$ cat config.mk
export PLATFORM = sky130hd
export DESIGN_NAME = qupls4_ins_extract_flat
export DESIGN_NICKNAME = d
export VERILOG_FILES = /design/src/rtl/qupls4_ins_extract_pkg.sv /design/src/rtl/qupls4_ins_extract_if.sv /design/src/rtl/qupls4_pfx_scan.sv /design/src/rtl/qupls4_ins_extract.sv /design/src/flat_wrapper.sv
export SDC_FILE = /design/constraint.sdc
export NUM_CORES = 2
export LEC_CHECK = 0
export CAP_MARGIN = 0
export CELL_PAD_IN_SITES_DETAIL_PLACEMENT = 2
export CELL_PAD_IN_SITES_GLOBAL_PLACEMENT = 2
export CORE_ASPECT_RATIO = 0.75
export CORE_MARGIN = 4
export CORE_UTILIZATION = 40
export DETAILED_ROUTE_END_ITERATION = 10
export PLACE_DENSITY = 0.89
export SLEW_MARGIN = 25
export SYNTH_ARGS = -nofsm -noshare
export SYNTH_HDL_FRONTEND = slang
export SYNTH_SLANG_ARGS = --single-unit
$ cat constraint.sdc
create_clock -name clk -period 15.9 [get_ports clk]
set_clock_uncertainty 0.2 [all_clocks]
set_input_delay 3.18 -clock clk [delete_from_list [all_inputs] [get_ports clk]]
set_output_delay 3.18 -clock clk [all_outputs]
set_load 0.02 [all_outputs]
$ cat src/rtl/qupls4_ins_extract_pkg.sv
// Shared types and constants for the parcel extractor that feeds the instruction decoder.
// A parcel is 48 bits; its opcode lives in the low 7 bits.
package qupls4_ins_extract_pkg;

    typedef logic [31:0] pc_address_t;
    typedef logic [47:0] parcel_t;

    typedef struct packed {
        logic [40:0] payload;
        logic [6:0]  opcode;
    } micro_op_t;

    localparam logic [6:0]  OP_PFX       = 7'h7F;
    localparam int unsigned INS_RAW_BITS = 336;
    localparam int unsigned SCAN_WIN     = 7;

    function automatic logic is_pfx(parcel_t p);
        return p[6:0] == OP_PFX;
    endfunction

endpackage

$ cat src/rtl/qupls4_ins_extract_if.sv
// Fetch-block input and micro-op output handshakes of the extractor.
// The master modport is the extractor side.
interface qupls4_ins_extract_if #(
    parameter int unsigned FBW = 8
);
    import qupls4_ins_extract_pkg::*;

    logic                    fb_v;
    logic                    fb_rdy;
    pc_address_t             fb_ip;
    logic [FBW*48-1:0]       fb_data;
    logic                    ins_v;
    logic                    ins_rdy;
    pc_address_t             ins_ip;
    micro_op_t               ins;
    logic [INS_RAW_BITS-1:0] ins_raw;
    logic [2:0]              ins_len;
    logic                    ins_orphan;

    modport master (
        input  fb_v, fb_ip, fb_data, ins_rdy,
        output fb_rdy, ins_v, ins_ip, ins, ins_raw, ins_len, ins_orphan
    );

    modport slave (
        output fb_v, fb_ip, fb_data, ins_rdy,
        input  fb_rdy, ins_v, ins_ip, ins, ins_raw, ins_len, ins_orphan
    );

endinterface

$ cat src/rtl/qupls4_pfx_scan.sv
// Combinational grouping of the head parcel with its trailing postfix parcels.
// Only the first 'count' window entries hold valid parcels.
module qupls4_pfx_scan
    import qupls4_ins_extract_pkg::*;
#(
    parameter int unsigned MAXPFX = 6,
    parameter int unsigned CW     = 5
) (
    input  parcel_t [SCAN_WIN-1:0]   win,
    input  logic [CW-1:0]            count,
    output logic [2:0]               n,
    output logic [2:0]               len,
    output logic                     complete,
    output logic                     orphan,
    output logic [INS_RAW_BITS-1:0]  raw
);

    logic run;

    always_comb begin
        n        = '0;
        len      = '0;
        complete = 1'b0;
        orphan   = 1'b0;
        raw      = '0;
        run      = 1'b1;
        for (int k = 1; k <= int'(MAXPFX); k++) begin
            if (run && k < int'(count) && is_pfx(win[k])) n = n + 3'd1;
            else run = 1'b0;
        end
        if (count != '0) begin
            orphan = is_pfx(win[0]);
            if (orphan) begin
                n        = '0;
                complete = 1'b1;
            end else begin
                // The terminator must be visible unless the postfix run hit its cap.
                complete = (n == 3'(MAXPFX)) || (int'(n) + 1 < int'(count));
            end
        end
        len = n + 3'd1;
        for (int k = 0; k < int'(SCAN_WIN); k++) begin
            if (k <= int'(n)) raw[48*k +: 48] = win[k];
        end
    end

endmodule

$ cat src/rtl/qupls4_ins_extract.sv
// Buffers sequential fetch blocks of parcels and emits one base+postfix group per cycle
// through a 1-deep output register.
module qupls4_ins_extract
    import qupls4_ins_extract_pkg::*;
#(
    parameter int unsigned FBW    = 8,
    parameter int unsigned BUFP   = 16,
    parameter int unsigned MAXPFX = 6
) (
    input logic                  clk,
    input logic                  rst,
    input logic                  flush,
    qupls4_ins_extract_if.master bus
);

    localparam int unsigned IW = $clog2(BUFP);
    localparam int unsigned CW = $clog2(BUFP) + 1;

    parcel_t                 buf_q [BUFP];
    logic [IW-1:0]           head_q, head_d, tail_q, tail_d;
    logic [CW-1:0]           count_q, count_d;
    pc_address_t             head_ip_q, head_ip_d;
    logic                    ins_v_q, ins_v_d;
    micro_op_t               ins_q, ins_d;
    logic [INS_RAW_BITS-1:0] ins_raw_q, ins_raw_d;
    pc_address_t             ins_ip_q, ins_ip_d;
    logic [2:0]              ins_len_q, ins_len_d;
    logic                    ins_orphan_q, ins_orphan_d;

    parcel_t [SCAN_WIN-1:0]  win;
    logic [2:0]              scan_n, scan_len;
    logic                    scan_complete, scan_orphan;
    logic [INS_RAW_BITS-1:0] scan_raw;
    logic                    accept, load;

    always_comb begin
        win = '0;
        for (int k = 0; k < int'(SCAN_WIN); k++) win[k] = buf_q[head_q + IW'(k)];
    end

    qupls4_pfx_scan #(
        .MAXPFX (MAXPFX),
        .CW     (CW)
    ) u_scan (
        .win      (win),
        .count    (count_q),
        .n        (scan_n),
        .len      (scan_len),
        .complete (scan_complete),
        .orphan   (scan_orphan),
        .raw      (scan_raw)
    );

    assign bus.fb_rdy = (count_q <= CW'(BUFP - FBW));
    assign accept     = bus.fb_v & bus.fb_rdy;
    assign load       = scan_complete & (~ins_v_q | bus.ins_rdy);

    always_comb begin
        count_d      = count_q;
        head_d       = head_q;
        tail_d       = tail_q;
        head_ip_d    = head_ip_q;
        ins_v_d      = ins_v_q;
        ins_d        = ins_q;
        ins_raw_d    = ins_raw_q;
        ins_ip_d     = ins_ip_q;
        ins_len_d    = ins_len_q;
        ins_orphan_d = ins_orphan_q;
        if (flush) begin
            count_d      = '0;
            head_d       = '0;
            tail_d       = '0;
            head_ip_d    = '0;
            ins_v_d      = 1'b0;
            ins_d        = '0;
            ins_raw_d    = '0;
            ins_ip_d     = '0;
            ins_len_d    = '0;
            ins_orphan_d = 1'b0;
        end else begin
            count_d = count_q + (accept ? CW'(FBW) : CW'(0)) - (load ? CW'(scan_len) : CW'(0));
            if (accept) tail_d = tail_q + IW'(FBW);
            // An empty buffer has no meaningful head address, so it is taken from the block.
            if (accept && count_q == '0) head_ip_d = bus.fb_ip;
            else if (load) head_ip_d = head_ip_q + pc_address_t'(6 * int'(scan_len));
            if (load) begin
                head_d       = head_q + IW'(scan_len);
                ins_v_d      = 1'b1;
                ins_d        = win[0];
                ins_raw_d    = scan_raw;
                ins_ip_d     = head_ip_q;
                ins_len_d    = scan_len;
                ins_orphan_d = scan_orphan;
            end else if (bus.ins_rdy) begin
                ins_v_d = 1'b0;
            end
        end
    end

    always_ff @(posedge clk or posedge rst) begin
        if (rst) begin
            count_q      <= '0;
            head_q       <= '0;
            tail_q       <= '0;
            head_ip_q    <= '0;
            ins_v_q      <= 1'b0;
            ins_q        <= '0;
            ins_raw_q    <= '0;
            ins_ip_q     <= '0;
            ins_len_q    <= '0;
            ins_orphan_q <= 1'b0;
        end else begin
            count_q      <= count_d;
            head_q       <= head_d;
            tail_q       <= tail_d;
            head_ip_q    <= head_ip_d;
            ins_v_q      <= ins_v_d;
            ins_q        <= ins_d;
            ins_raw_q    <= ins_raw_d;
            ins_ip_q     <= ins_ip_d;
            ins_len_q    <= ins_len_d;
            ins_orphan_q <= ins_orphan_d;
        end
    end

    always_ff @(posedge clk) begin
        if (accept) begin
            for (int k = 0; k < int'(FBW); k++) buf_q[tail_q + IW'(k)] <= bus.fb_data[48*k +: 48];
        end
    end

    assign bus.ins_v      = ins_v_q;
    assign bus.ins        = ins_q;
    assign bus.ins_raw    = ins_raw_q;
    assign bus.ins_ip     = ins_ip_q;
    assign bus.ins_len    = ins_len_q;
    assign bus.ins_orphan = ins_orphan_q;

    assert property (@(posedge clk) disable iff (rst) count_q <= CW'(BUFP));
    assert property (@(posedge clk) disable iff (rst) !load || CW'(scan_len) <= count_q);
    assert property (@(posedge clk) disable iff (rst) ins_len_q <= 3'(1 + MAXPFX));
    assert property (@(posedge clk) disable iff (rst) scan_n <= 3'(MAXPFX));

endmodule

$ cat src/flat_wrapper.sv
// flat-port wrapper written by rule: the top's interface ports become plain ports
module qupls4_ins_extract_flat import qupls4_ins_extract_pkg::*;
#(
    parameter int unsigned FBW    = 8,
    parameter int unsigned BUFP   = 16,
    parameter int unsigned MAXPFX = 6
)
  (clk, rst, flush, bus_fb_v, bus_fb_ip, bus_fb_data, bus_ins_rdy, bus_fb_rdy, bus_ins_v, bus_ins_ip, bus_ins, bus_ins_raw, bus_ins_len, bus_ins_orphan);
  qupls4_ins_extract_if #(.FBW(FBW)) bus_i ();
  input logic clk;
  input logic rst;
  input logic flush;
  input wire logic [$bits(bus_i.fb_v)-1:0] bus_fb_v;
  input wire logic [$bits(bus_i.fb_ip)-1:0] bus_fb_ip;
  input wire logic [$bits(bus_i.fb_data)-1:0] bus_fb_data;
  input wire logic [$bits(bus_i.ins_rdy)-1:0] bus_ins_rdy;
  output wire logic [$bits(bus_i.fb_rdy)-1:0] bus_fb_rdy;
  output wire logic [$bits(bus_i.ins_v)-1:0] bus_ins_v;
  output wire logic [$bits(bus_i.ins_ip)-1:0] bus_ins_ip;
  output wire logic [$bits(bus_i.ins)-1:0] bus_ins;
  output wire logic [$bits(bus_i.ins_raw)-1:0] bus_ins_raw;
  output wire logic [$bits(bus_i.ins_len)-1:0] bus_ins_len;
  output wire logic [$bits(bus_i.ins_orphan)-1:0] bus_ins_orphan;
  assign bus_i.fb_v = bus_fb_v;
  assign bus_i.fb_ip = bus_fb_ip;
  assign bus_i.fb_data = bus_fb_data;
  assign bus_i.ins_rdy = bus_ins_rdy;
  assign bus_fb_rdy = bus_i.fb_rdy;
  assign bus_ins_v = bus_i.ins_v;
  assign bus_ins_ip = bus_i.ins_ip;
  assign bus_ins = bus_i.ins;
  assign bus_ins_raw = bus_i.ins_raw;
  assign bus_ins_len = bus_i.ins_len;
  assign bus_ins_orphan = bus_i.ins_orphan;
  qupls4_ins_extract #(.FBW(FBW), .BUFP(BUFP), .MAXPFX(MAXPFX)) u_core (.clk(clk), .rst(rst), .flush(flush), .bus(bus_i));
endmodule
# Yosys cells after proc, flatten, opt, wreduce, memory -nomap -nowiden
# Memory sizes are Yosys's and may differ from the RTL's.
# Cells that the tools add are included.
# word_totals
regBits	466
ramBits	768
inputBits	421
output_inout_bits	422
word_cells	130
mem_count	1
# classes
n_addsub	25
multipliers	1
magnitude_cmp	14
n_eq_ne	8
n_mux	47
n_bitwise	4
n_reduce_logical	19
# memory_table
memory	depth	width	rd	rd_ports_with_merged_regs	wr	line_no	text
u_core.buf_q	16	48	7	0	8	qupls4_ins_extract.sv:19	parcel_t buf_q [BUFP];
# ops
operator	n
$mux W336	2
$mux W48	8
$mux W32	5
$eq A7 B7 Y1 const B	7
$add A32 B32 Y32	1
$add A4 B3 Y4 const B	7
$mux W3	9
$mux W4	5
$add A4 B2 Y4 const B	4
$mux W1	16
$add A3 B1 Y3 const B	5
$lt A3 B5 Y1 const A	3
$logic_and A1 B1 Y1	12
$lt A2 B5 Y1 const A	2
$le A3 B3 Y1 const A	3
$add A4 B1 Y4 const B	2
$le A2 B3 Y1 const A	2
$reduce_bool A3 Y1	2
$add A5 B5 Y5	1
$le A5 B4 Y1 const B	1
$logic_not A5 Y1	1
$lt A1 B5 Y1 const A	1
$lt A4 B5 Y1	1
$mul A2 B3 Y5 const A	1
other kinds (15)	17

# Longest topological paths before layout
# An unclocked memory read counts as a cell.
# logic_depth
depth_word	29
ltp_mapped	51
depth_no_buf	38

# By module
# A second synthesis with hierarchy kept.
# unflattened
hier_cells	6206
area_unflattened_um2	79577.6
# modules_own_cells
module	n_inst	cells_per_inst	area_each_um2	seq_area_each_um2
qupls4_ins_extract	1	5593	75590.0	34648.2
qupls4_pfx_scan	1	613	3987.6	0.0

# Worst setup path before layout
# No wires, ideal clock.
# synth_path
path_type	input -> register
start	input port bus_fb_v
end	memory u_core.buf_q[10][0] (netlist name) (enable)
setup_time_ns	0.748
arrival_time_ns	11.316
t_required_ns	14.952
setup_slack_ns	3.636
cell_stages	2
path_buffers	0
cell_sequence	nand2_1 -> nor2_1
# synth_rtl
element	line_no	text
start: declaration	flat_wrapper.sv:13	input wire logic [$bits(bus_i.fb_v)-1:0] bus_fb_v;
end: declaration	qupls4_ins_extract.sv:19	

# Worst setup path after layout
# layout_path
start	register u_core.head_q[0]
end	register u_core.head_ip_q[28]
# layout_between
elab_chain_cells	28
# layout_rtl
element	line_no	text
start: declaration	qupls4_ins_extract.sv:20	logic [IW-1:0] head_q, head_d, tail_q, tail_d;
start signal: assignment	qupls4_ins_extract.sv:103	head_q <= '0;
start signal: assignment	qupls4_ins_extract.sv:114	head_q <= head_d;
$add A4 B1 Y4	qupls4_ins_extract.sv:38	for (int k = 0; k < int'(SCAN_WIN); k++) win[k] = buf_q[head_q + IW'(k)];
$mem_v2 Z16 W48 (*)	n/a	
parallel branches: the longest is 26 deep, another holds $add A3 B1 Y3	n/a	
end signal: assignment	qupls4_ins_extract.sv:116	head_ip_q <= head_ip_d;
end: declaration	qupls4_ins_extract.sv:22	pc_address_t head_ip_q, head_ip_d;
# Mark *: on every way between the ends. The select of a mux whose other input is x is not followed.
# A chain may end at the register's enable or synchronous reset.

==> metrics.yaml <==
place:
  hpwl_mm: 230
  gp_congestion: 0.950
  port_buffers: 842
  place_area_mm2: 0.0837
route:
  dr_wl_met2_mm: 158
  drc_errors: 0
  met1Wirelength_mm: 125
  postRouteAntennaNets: 0
  wl_per_cell_um: 40.8
  top_layer: "met5"
  drt-initial-drc-count: 8615
  routed-wl-met3_mm: 37.3
  drtPass1Iterations: 7
  drt-total-wl_mm: 343
  post_drt_via_cell_ratio: 7.13
  via_count: 59900
logic_synthesis:
  syn_inst: 5418
  synth_area_per_cell_um2: 13.7
  ys_seq_area_share_pct: 45.1
  yosysWarnings: 0
  synthDistinctLibCells: 71
  ys.flop_type: "edfxtp_1"
  ys_ff_latch: 1183
  syn_nets: 5879
  synth_area_mm2: 0.0741
  synth_edf_count: 768
  async_flop_share_pct: 35.1
global_routing:
  grt_start_max_net_pins: 169
  overflow: 0
  antenna_found_initial: 58
  grt_pass1_vias: 63000
  grt_pass1_wl_mm: 486
  grt_use_total_pct: 34.6
floorplanning:
  die_area_mm2: 0.192
  io_pins: 843
  coreArea_mm2: 0.184
  row_count: 136
  die_y_um: 381
  start_util_pct: 40.3
  die_width_um: 505
timing:
  tightest_slew_ps: 1180
  hold_violations: 0
  timing.final.crit_period_ps: 14040
  fmax_mhz: 71.2
  slew_violations: 0
  setup_viol: 0
  rsz0062_at_grt: "false"
  whs_ps: 298
  fin_crit_sh_pct: 88.3
  fin_tns_setup_ps: 0
  relSlewSlack_pct: 20.0
finish:
  syn_to_final_growth_pct: 19.4
  final_core_util_pct: 48.2
  final_nets: 6289
  drive_above_1_share_pct: 22.9
  stdcell_area_mm2: 0.0885
critical_path:
  cp-end-kind: "flop"
  slowest_stage: "o41ai_1"
  path_class: "flop to flop"
  cp.arrival_ps: 14500
  cp.required_ps: 16360
  critPathLaunchType: "flop"
  path_max_fanout: 48
  cpMostUsedCell: "ha_1"
  critPathMaxStageDelay_ps: 1050
clock_network:
  numCtsBuffers: 133
  htreeDepth: 4
  clockBufferDepth: 3
  cts_sinks: 1183
  clk_latency_ps: 810
  root_buffer: "clkbuf_16"
  cts_resized: 0
  postCtsHoldBufs: 0
  cts_setup_buffers: 0
  clkTransAtPathRegs_ps: 60
  cts_tree: "built"
power:
  leakage_uw: 0.0326
  p_per_area_mw_per_mm2: 198
  ir_worst_vdd_mv: 0.233
  totalPowerFinal_uw: 17600
flow_run:
  maxCapViolations: 0
status:
  status: "finished, final reports clean"
min_path:
  hold_class: "flop to flop"
[synth_stat cells (50+ instances only)]
library cell,count,area share [%]
mux4_2,964,29
nand2_1,898,4.5
edfxtp_1,768,31
clkbuf_1,451,2.3
dfrtp_1,415,14
a21o_1,342,3.5
a22o_1,240,2.8
mux2i_1,182,2.5
a21oi_1,170,1.1
nor2_1,141,0.71
nor2b_1,99,0.84
buf_1,80,0.41
buf_2,66,0.45
buf_4,63,0.64
a211oi_1,58,0.59
mux2_2,50,0.76
[power breakdown]
part           internal (µW)  switching, µW
sequential              3980            663
clock                   1920           1420
combinational           4120           5470
total                  10000           7550
[worst max-delay path: cells and delay by family (launching register included)]
kind / cells / cell delay [ps]
AO/OA/AOI/OAI: 5 / 1880
XOR/XNOR: 2 / 1010
adder cells (fa/ha/maj): 8 / 3050
buffers and inverters: 3 / 1360
flip-flops: 1 / 980
multiplexers: 7 / 2140
AND/OR/NAND/NOR: 10 / 3250
[registers in the layout (all words and copies together) (netlist names), 3 cells and up]
register            flops
u_core.bus.ins_ip      32
u_core.bus.ins_len      3
u_core.head_q           4
u_core.bus.ins_raw    336
u_core.count_q          5
u_core.head_ip_q       32
u_core.buf_q          768
[logic make-up (layout without fill, tap and decap cells)]
family,Yosys count,in the layout,synth area share (%)
adders and majority gates,40,40,0.716
buffers and inverters,705,1225,4.10
AOI/OAI and AO/OA,981,981,9.91
xor gates and xnor gates,22,22,0.295
and+or+nand+nor,1291,1291,7.33
other,0,50,0
muxes,1196,1196,32.5
DFF,1183,1183,45.1
[path summary, 6_finish.rpt]
path | start | endpoint | slack [ps] | depth (start not counted)
max reg2reg | u_core.head_q[0] | u_core.head_ip_q[28] | 1860 | 35
max | u_core.head_q[0] | u_core.head_ip_q[28] | 1860 | 35
min reg2reg | u_core.bus.ins_raw[239] | u_core.bus.ins_raw[239] | 300 | 1
max in group asynchronous | rst | u_core.bus.ins_raw[208] | 10400 | 4
min in group asynchronous | rst | u_core.bus.ins_raw[33] | 2760 | 2
min | u_core.bus.ins_raw[239] | u_core.bus.ins_raw[239] | 300 | 1
[area by class of cell]
class	instances	area, µm²
diodes	50	125
flip-flops and latches	1183	33500
fillers	17200	95300
inverters	36	170
clock buffers	182	3740
repair buffers	944	9370
well taps	2415	3020
clock inverters	63	779
multi-input cells	3530	37900
[metrics by stage]
stage               std cells  setup WS [ps]
floorplan                5418            970
detailed placement       8104           2630
finish                   8403           1860
global route             8395           1560
global placement         8104           3120
CTS                      8349           2280
[per-layer routing]
metal | vias up | GRT usage, %
met5 | - | 0
met4 | 12 | 20.0
met3 | 1082 | 9.47
met2 | 4836 | 53.3
met1 | 31700 | 44.1
li1 | 22300 | -
[layout by cell type, fill, tap and decap left out, types with 34 or more instances in the layout]
cell,n
buf_4,86
a22o_1,240
mux2i_1,182
clkbuf_16,137
mux4_2,964
a21o_1,341
nand3_1,47
a211oi_1,58
edfxtp_1,768
nor2_1,136
dfrtp_1,412
nand2_1,898
diode_2,50
nor2b_1,99
o2bb2ai_1,48
a21oi_1,169
o211ai_1,49
mux2_2,50
ha_1,34
clkdlybuf4s50_1,841
(Power assumes the default switching activity.)
